`config.mk`:
```
export PLATFORM = sky130hd
export DESIGN_NAME = karatsuba_div
export DESIGN_NICKNAME = d
export VERILOG_FILES = /design/src/rtl/karatsuba_div.sv
export SDC_FILE = /design/constraint.sdc
export NUM_CORES = 1
export LEC_CHECK = 0
export ABC_CLOCK_PERIOD_IN_PS = 7000
export CORE_MARGIN = 3
export CORE_UTILIZATION = 50
export DETAILED_ROUTE_END_ITERATION = 8
export PLACE_DENSITY = 0.76
export REMOVE_ABC_BUFFERS = 1
export SLEW_MARGIN = 20
export SYNTH_ARGS = -nofsm -noshare
export SYNTH_HDL_FRONTEND = slang
export SYNTH_SLANG_ARGS = --single-unit
export TNS_END_PERCENT = 10
```
`constraint.sdc`:
```
create_clock -name clk_i -period 7 [get_ports clk_i]
set_clock_uncertainty 0.15 [all_clocks]
set_input_delay 2.1 -clock clk_i [delete_from_list [all_inputs] [get_ports clk_i]]
set_output_delay 2.1 -clock clk_i [all_outputs]
set_load 0.05 [all_outputs]
```
`src/rtl/karatsuba_div.sv`:
```
`default_nettype none
// ============================================================================
// Module   : karatsuba_div
// Purpose  : Iterative unsigned restoring divider, 2*WIDTH / WIDTH -> WIDTH
//            quotient and remainder, valid/ready handshake on both sides.
// Revision : 1.0 - initial release
// ============================================================================
module karatsuba_div #(
    parameter int WIDTH = 24
) (
    input  logic               clk_i,
    input  logic               rst_i,
    input  logic               in_valid,
    output logic               in_ready,
    input  logic [2*WIDTH-1:0] dividend,
    input  logic [WIDTH-1:0]   divisor,
    output logic               out_valid,
    input  logic               out_ready,
    output logic [WIDTH-1:0]   quotient,
    output logic [WIDTH-1:0]   remainder,
    output logic               overflow,
    output logic               div_zero
);

    localparam int c_CNT_W = $clog2(WIDTH + 1);

    typedef enum logic [1:0] {
        IDLE = 2'd0,
        BUSY = 2'd1,
        DONE = 2'd2
    } state_t;

    state_t               r_state;
    logic [WIDTH:0]       r_prem;
    logic [WIDTH-1:0]     r_shf;
    logic [WIDTH-1:0]     r_qacc;
    logic [WIDTH-1:0]     r_dvs;
    logic [c_CNT_W-1:0]   r_cnt;
    logic [WIDTH-1:0]     r_quot;
    logic [WIDTH-1:0]     r_rem;
    logic                 r_ovf;
    logic                 r_dz;

    logic [WIDTH:0]       w_trial;
    logic [WIDTH:0]       w_dvs_ext;
    logic [WIDTH:0]       w_diff;
    logic                 w_qbit;
    logic [WIDTH:0]       w_prem_next;
    logic [WIDTH-1:0]     w_qacc_next;
    logic                 w_accept;
    logic [WIDTH-1:0]     w_hi;

    assign w_hi        = dividend[2*WIDTH-1:WIDTH];
    assign w_accept    = in_valid && (r_state == IDLE);
    // R < divisor holds at every step, so the shifted-in trial fits WIDTH+1 bits
    assign w_trial     = {r_prem[WIDTH-1:0], r_shf[WIDTH-1]};
    assign w_dvs_ext   = {1'b0, r_dvs};
    assign w_diff      = w_trial - w_dvs_ext;
    assign w_qbit      = (w_trial >= w_dvs_ext);
    assign w_prem_next = w_qbit ? w_diff : w_trial;
    assign w_qacc_next = {r_qacc[WIDTH-2:0], w_qbit};

    always_ff @(posedge clk_i or posedge rst_i) begin
        if (rst_i) begin
            r_state <= IDLE;
            r_prem  <= '0;
            r_shf   <= '0;
            r_qacc  <= '0;
            r_dvs   <= '0;
            r_cnt   <= '0;
            r_quot  <= '0;
            r_rem   <= '0;
            r_ovf   <= 1'b0;
            r_dz    <= 1'b0;
        end else begin
            case (r_state)
                IDLE: begin
                    if (w_accept) begin
                        r_dvs <= divisor;
                        if (divisor == '0) begin
                            r_dz    <= 1'b1;
                            r_ovf   <= 1'b1;
                            r_quot  <= '1;
                            r_rem   <= '0;
                            r_state <= DONE;
                        end else if (w_hi >= divisor) begin
                            r_dz    <= 1'b0;
                            r_ovf   <= 1'b1;
                            r_quot  <= '1;
                            r_rem   <= '0;
                            r_state <= DONE;
                        end else begin
                            r_prem  <= {1'b0, w_hi};
                            r_shf   <= dividend[WIDTH-1:0];
                            r_qacc  <= '0;
                            r_cnt   <= c_CNT_W'(WIDTH);
                            r_dz    <= 1'b0;
                            r_ovf   <= 1'b0;
                            r_state <= BUSY;
                        end
                    end
                end
                BUSY: begin
                    r_prem <= w_prem_next;
                    r_shf  <= {r_shf[WIDTH-2:0], 1'b0};
                    r_qacc <= w_qacc_next;
                    r_cnt  <= r_cnt - c_CNT_W'(1);
                    if (r_cnt == c_CNT_W'(1)) begin
                        r_quot  <= w_qacc_next;
                        r_rem   <= w_prem_next[WIDTH-1:0];
                        r_state <= DONE;
                    end
                end
                DONE: begin
                    if (out_ready) begin
                        r_state <= IDLE;
                    end
                end
                default: begin
                    r_state <= IDLE;
                end
            endcase
        end
    end

    assign in_ready  = (r_state == IDLE);
    assign out_valid = (r_state == DONE);
    assign quotient  = r_quot;
    assign remainder = r_rem;
    assign overflow  = r_ovf;
    assign div_zero  = r_dz;

endmodule
`default_nettype wire

```
After elaboration in Yosys (flattened, before gate mapping)
Cells that the tools add are included.
{ "totals": {"reg_bits": 152, "latch_bits": 0, "mem_bits_rw": 0, "rom_bits": 0, "input_bits": 76, "output_inout_bits": 52, "n_memories": 0} }
{ "op_classes": {"n_addsub": 2, "mul": 0, "div_mod_pow": 0, "magnitude_cmp": 2, "n_eq_ne": 9, "shifts": 0, "muxes": 36, "bitwise": 0, "n_reduce_logical": 8} }
{ "op_table": {"columns": ["op", "n"], "rows": [
  ["two-way mux 24 bit", 15],
  ["case mux 24 bit (2 select lines)", 4],
  ["two-way mux 23 bit", 3],
  ["case mux 23 bit (2 select lines)", 1],
  [">= comparator 25 x 24 -> 1 bit", 1],
  [">= comparator 24 bit", 1],
  ["logical NOT 24 bit", 1],
  ["subtractor 24 bit", 1],
  ["two-way mux 5 bit", 3],
  ["two-way mux 2 bit", 5],
  ["case mux 5 bit (2 select lines)", 1],
  ["AND reduction 4 bit", 2],
  ["inequality test 2 bit, second input constant", 3],
  ["case mux 2 bit (3 select lines)", 1],
  ["equality test 5 x 1 -> 1 bit, second input constant", 1],
  ["subtractor 5 x 1 -> 5 bit, second input constant", 1],
  ["inequality test 2 x 1 -> 1 bit, second input constant", 2],
  ["two-way mux 1 bit", 3],
  ["inequality test 3 x 1 -> 1 bit, second input constant", 1],
  ["AND reduction 3 bit", 1],
  ["equality test 2 x 1 -> 1 bit, second input constant", 1],
  ["equality test 2 bit, second input constant", 1],
  ["logical NOT 2 bit", 1],
  ["AND reduction 2 bit", 1],
  ["2 further kinds", 2]
]} }

Longest topological paths before layout
Gate-level depths: netlist of the first run.
{ "logic_depth": {"word_depth": 5, "mapped_depth": 13, "depth_no_buf": 11} }

Least setup slack after synthesis of the first run
Ideal clock, no wire load.
{ "synth_path": {"path_kind": "input to register", "from": "input port dividend[24]", "to": "register r_cnt[4]", "setup_time_ps": 132, "arrival_time_ps": 4215, "t_required_ps": 6718, "path_slack_ps": 2504, "cell_stages": 11, "path_buffers": 1, "cell_sequence": "inv_1 ha_1 nand2b_1 a21o_1 a211o_1 a211oi_2 o2111ai_1 a21o_1 buf_2 o31ai_1 or3b_1"} }
{ "synth_via": {"elab_chain_len": 3} }
{ "synth_lines": {"columns": ["element", "line", "source"], "rows": [
  ["from (decl)", "15", "input logic [2*WIDTH-1:0] dividend,"],
  [">= comparator 24 bit", "86", "end else if (w_hi >= divisor) begin"],
  ["inequality test 2 bit (no line)", null, null],
  ["AND reduction 4 bit (no line)", null, null],
  ["to (signal assigned)", "96", "r_cnt <= c_CNT_W'(WIDTH);"],
  ["to (signal assigned)", "107", "r_cnt <= r_cnt - c_CNT_W'(1);"],
  ["to (decl)", "38", "logic [c_CNT_W-1:0] r_cnt;"]
]} }
No other way between the ends.
A chain may end at the register's enable or synchronous reset.

Worst setup path after layout of the first run
{ "layout_path": {"from": "input port divisor[0]", "to": "register r_cnt[4]"} }
{ "layout_via": {"elab_chain_len": 3} }
{ "layout_lines": {"columns": ["element", "line", "source"], "rows": [
  ["from (decl)", "16", "input logic [WIDTH-1:0] divisor,"],
  [">= comparator 24 bit / logical NOT 24 bit (equally long branches)", "86, 80", null],
  ["inequality test 2 bit (no line)", null, null],
  ["AND reduction 4 bit (no line) *", null, null]
]} }
Every way passes the cells marked *; elsewhere a longest branch is shown, timed or not.

==> metrics, run 1 <==
Clock Sinks 152; Maximum Capacitance Violations 0; crit start category primary input; Core Area 16100 sq um; Worst VDD drop 0.373 mV; Setup TNS 0 ps; Placer Congestion 0.839; Setup Fix Bufs, Post-CTS 0; Synth Cell Area 8330 sq um; critical path's largest stage delay 570 ps; PD cells 591 nW/um^2; TritonCTS buffer count 17; synth unique cells 61; # rows 46; initial antenna violation count 0; # nets final 1137; grt ovf 0; final setup fails 0; Synth Warn # 0; Placed Cells 1207; total area of sequential cells 3800 sq um; Worst-Skew Late Latency 430 ps; Worst slew margin 45.1%; ratio of cells with drive above 1 in the final layout 6.35%; Synth Instances 902; antenna violation net count after detailed routing 0; part of the Yosys area used for sequential elements 45.7%; DRT Pass-1 Iters 5; Worst Path Arrival 5450 ps; Vias/cell 5.64; Boundary Pins 128; most common flop cell mapped by yosys dfrtp_1; first-pass GRT wire length 35200 um; CP top delay family compound AO/OA/AOI/OAI gates; DIE AREA 18200 sq um; layout overhead on the synthesized area 24.4%; final slew viol count 0; Leak 4.71 nW; clk root buf clkbuf_16; hold_buf cts 0; Post-DP HPWL 14800 um; commonest non-fill, non-tap cell in the layout dfrtp_1; CP Max Fanout 39; vias 6990; CP endpoint kind register; First DRT Iteration DRCs 465; Post-synth ARST share 100%; average size of a mapped cell 9.23 sq um; EDFF count, synth 0; CTS tree yes; final period utilization 75.6%; GRT Util Overall 24.3%; vias in the first global route 6830; Finished Layout Cells 1239; number of synthesized register bits 152; commonest non-fill, non-tap cells in the layout 152 x dfrtp_1, 137 x nand2_1, 127 x clkdlybuf4s50_1, 92 x o21ai_0, 75 x nor2_1; Initial Util 51.7%; slowest stage cell, crit path clkdlybuf4s50_1; Req. time, crit path 7160 ps; CP Class in -> reg; Final Hold Vio Count 0; Buf/Inv on CP 1; Tmin final 5290 ps; DRT Wirelength 21200 um; worst path cell trace clkdlybuf4s50_1 > ha_1 > nand2b_1 > a21o_1 > a211o_1 > a211oi_2 > o2111ai_1 > a21o_2 > o31ai_1 > or3b_1; Residual DRC 0; clock tree buffer depth 2; pin count of the biggest net entering global routing 61; die height 135 um; worst-margin pin slew 823 ps; clk slew on worst S/H paths 60 ps; H-tree levels 4; multi-input combinational cell area 4120 sq um; Hold Crit Class reg -> reg; n_diodes 0; Gates resized, CTS repair 0; RSZ-0062 raised after global routing no; Die Width 135 um; f_max 189 MHz; DR WL/cell 17.1 um; number of I/O port buffers 127; Filler cells 1338; status completed
-- logic make-up after synthesis --
group,count (synthesis),share of synthesized area [%]
flip-flops,152,45.7
buffers and inverters,105,5.23
multiplexers,27,3.38
AO/OA/AOI/OAI,272,21.7
AND/OR/NAND/NOR,276,14.3
XOR/XNOR,19,2.00
adder cells (fa/ha/maj),51,7.75
-- per-stage QoR --
| step | area [sq um] | worst slack, ps | utilization, % | power [W] | hold WS, ps |
|---|---|---|---|---|---|
| 4_1_cts | 10400 | 1770 | 64.3 | 0.00612 | 333 |
| 3_3_place_gp | 9760 | 1370 | 60.6 | 0.00504 | 309 |
| 3_5_place_dp | 9760 | 1320 | 60.6 | 0.00514 | 319 |
| 2_1_floorplan | 8110 | 657 | - | 0.00418 | 322 |
| 6_report | 10400 | 1710 | 64.3 | 0.00613 | 326 |
| 5_1_grt | 10400 | 1560 | 64.3 | 0.00659 | 346 |
-- registers in the layout, summed over array words and instances (netlist names) --
signal	cells
r_cnt	5
remainder	24
r_dvs	24
r_shf	24
quotient	24
r_qacc	23
div_zero	1
overflow	1
r_prem	24
r_state	2
-- worst reg2reg max path: cells and delay by family (launching register included) --
family	cells	cell delay (ps)
compound gates	4	1050
simple gates	3	870
flops	1	370
mux	1	360
fa+ha+maj	1	290
buf+inv	1	80
-- report_power, final --
part	internal, W	switching [W]	leakage, nW	total, W
logic	0.00139	0.00222	2.52	0.00361
registers	0.00131	0.000254	1.90	0.00157
clock network	0.000567	0.000385	0.286	0.000952
total	0.00326	0.00286	4.71	0.00613
-- cell usage after synthesis, types with 3 or more instances --
| library cell | count | area share (%) |
|---|---|---|
| mux2_2 | 5 | 0.68 |
| a41oi_1 | 3 | 0.32 |
| a31oi_1 | 27 | 2.0 |
| or3_1 | 3 | 0.23 |
| o21ai_0 | 92 | 5.5 |
| ha_1 | 50 | 7.5 |
| clkbuf_1 | 38 | 1.7 |
| a21o_1 | 18 | 1.6 |
| xor2_1 | 6 | 0.63 |
| nand4_1 | 6 | 0.45 |
| a22oi_1 | 22 | 2.0 |
| a22o_1 | 23 | 2.4 |
| o21bai_1 | 3 | 0.27 |
| nand2b_1 | 3 | 0.23 |
| a21boi_0 | 3 | 0.27 |
| or2_2 | 3 | 0.23 |
| o21a_1 | 6 | 0.54 |
| nor2b_1 | 5 | 0.38 |
| buf_2 | 6 | 0.36 |
| o41ai_1 | 4 | 0.42 |
| nand2_1 | 138 | 6.2 |
| nor4_1 | 8 | 0.60 |
| nor2_1 | 76 | 3.4 |
| o211ai_1 | 6 | 0.54 |
| a21oi_1 | 27 | 1.6 |
| nor3_1 | 7 | 0.42 |
| xnor2_1 | 13 | 1.4 |
| mux2i_1 | 21 | 2.5 |
| o31ai_1 | 17 | 1.5 |
| nand3_1 | 13 | 0.78 |
| dfrtp_1 | 152 | 46 |
| a211oi_1 | 3 | 0.27 |
| buf_6 | 3 | 0.41 |
| inv_1 | 57 | 2.6 |
-- routing by layer --
metal	wire (um)	GRT usage, %	up-vias
met1	9740	33.9	3383
met3	985	4.81	32
met2	9990	37.9	176
li1	-	-	3399
met4	501	9.24	0
met5	0	0	-
-- cell type report --
| type | count | area share (%) |
|---|---|---|
| sequential | 152 | 36.7 |
| tap | 216 | 2.61 |
| clock inverter | 12 | 1.61 |
| multi-input combinational | 645 | 39.8 |
| timing repair buffer | 137 | 13.0 |
| inverter | 57 | 2.11 |
| clock buffer | 20 | 4.21 |
-- path summary, 6_finish.rpt --
check,from,end,slack [ps],depth (start not counted)
hold reg to reg,quotient[19],quotient[19],330,2
setup / recovery,divisor[0],r_cnt[4],1710,10
min in group asynchronous,rst_i,quotient[23],1940,2
max in group asynchronous,rst_i,r_dvs[4],3660,3
setup reg to reg,r_dvs[1],remainder[1],3740,10
hold / removal,quotient[19],quotient[19],330,2
No activity file was read; power rests on OpenSTA's default activity.
==> run 2: changes to the inputs <==
- ABC_CLOCK_PERIOD_IN_PS: 7000 -> 5300
- clock period: 7 -> 5.3 ns (I/O delays scaled with it)
==> run 2 against run 1 <==
Effect of this change:
- sequential share of layout area fell by 0.21 points
- combinational power up 32%
- sequential cell count unchanged
- critical endpoint unchanged
- largest cell class unchanged
==> metrics, run 2 (synthesized netlist as in run 1, its figures left out) <==
status completed; Tmin final 4750 ps; Worst slew margin 32.1%; cell area after layout 10400 sq um; clk root buf clkbuf_16; antenna violation net count after detailed routing 0; slowest stage cell, crit path clkdlybuf4s50_1; Filler cells 1334; critical path depth 11; hold_buf cts 0; First DRT Iteration DRCs 543; Setup Fix Bufs, Post-CTS 0; CTS tree yes; worst hold slack 324 ps; DR WL/cell 17.0 um; die height 135 um; TritonCTS buffer count 17; hold path cells 2; final slew viol count 0; Worst VDD drop 0.467 mV; Initial Util 51.7%; worst path cell trace clkdlybuf4s50_1 > inv_1 > ha_1 > a21o_1 > a21o_1 > a211oi_2 > o2111ai_1 > a21o_2 > buf_4 > o31ai_1 > or3b_1; pin count of the biggest net entering global routing 91; Residual DRC 0; # nets final 1145; Worst Path Arrival 4900 ps; worst-margin pin slew 1010 ps; Die Width 135 um; final setup fails 0; CP most frequent cell a21o_1; DRT Wirelength 21200 um; Area after DPL 9830 sq um; total chip power 0.00802 W; first-pass GRT wire length 34000 um; Gates resized, CTS repair 0; Vias/cell 5.66; layout overhead on the synthesized area 25.1%; CP Max Fanout 21; PD cells 769 nW/um^2; RSZ-0062 raised after global routing no; Finished Core Util 64.7%; initial antenna violation count 2; CP Class in -> reg; CP top delay family compound AO/OA/AOI/OAI gates; DIE AREA 18200 sq um; CP endpoint kind register; Maximum Capacitance Violations 0; grt ovf 0; number of I/O port buffers 127; commonest non-fill, non-tap cells in the layout 152 x dfrtp_1, 137 x nand2_1, 127 x clkdlybuf4s50_1, 92 x o21ai_0, 75 x nor2_1; Buf/Inv on CP 3; pre-CTS WS 72.4 ps; final period utilization 89.7%; Post-DP HPWL 14900 um; Final Hold Vio Count 0; Hold Crit Class reg -> reg; crit start category primary input; Reg2Reg Depth 10; vias 7064; final worst-path setup slack 547 ps; Boundary Pins 128; DRT Pass-1 Iters 8; clock tree buffer depth 2; H-tree levels 4; vias in the first global route 6732; Placer Congestion 0.870; clk slew on worst S/H paths 60 ps; Req. time, crit path 5450 ps; Leak 4.75 nW; Clock Sinks 152; critical path's largest stage delay 510 ps; commonest non-fill, non-tap cell in the layout dfrtp_1; # rows 46; ratio of cells with drive above 1 in the final layout 7.27%; GRT Util Overall 23.5%; Core Area 16100 sq um; Worst-Skew Late Latency 430 ps; f_max 210 MHz
-- run 2: cell types whose count changed in the layout (fill, tap and decap cells not counted), sizes merged --
cell	before	now
buf	10	18
diode	0	1
bufinv	3	1
clkbuf	20	18
inv	61	63
clkinv	3	5
-- run 2: worst paths after layout --
path,start,slack (ps),endpoint
worst max register to register,r_dvs[1],2000,r_prem[9]
worst min register to register,remainder[7],320,remainder[7]
max in group asynchronous,rst_i,2600,r_dvs[20]
min in group asynchronous,rst_i,1550,quotient[19]
worst max-delay path,divisor[21],550,r_cnt[4]
worst min-delay path,remainder[7],320,remainder[7]
-- run 2: stage by stage --
step                      cells  TNS, ps
after floorplan             854   -81170
after global placement     1214        0
after detailed placement   1214        0
after CTS                  1246        0
after global routing       1248        0
final                      1248        0
-- run 2: layer usage --
metal	share of wire, %	wire [um]	global-route usage (%)
met5	0.094	20	0
met4	1.2	248	6.16
met3	5.9	1260	5.48
met2	48	10200	38.1
met1	45	9510	32.2
-- run 2: cell type report --
class                   instances  area (sq um)  share of cell area [%]
clock buffers                  18           429                    4.12
multi-input cells             645          4120                    39.5
repair buffers                145          1440                    13.8
flip-flops and latches        152          3800                    36.5
well taps                     216           270                    2.59
clock inverters                14           139                    1.33
diodes                          1          2.50                  0.0240
inverters                      57           219                    2.10
-- run 2: worst reg2reg max path, cell delays in order, from the launching register on --
cell       delay (ps)
dfrtp_1           370
inv_1              70
ha_1              290
nor2b_1           170
o2111ai_1         170
a311oi_2          410
o211ai_1          260
nand4_2           230
and2_4            450
mux2i_1           420
o21ai_0           150
-- run 2: report_power, final --
group / leakage (nW) / internal [W] / switching [W]
Clock: 0.276 / 0.000658 / 0.000527
Combinational: 2.58 / 0.00186 / 0.00291
Sequential: 1.90 / 0.00173 / 0.000333
Total: 4.75 / 0.00425 / 0.00377
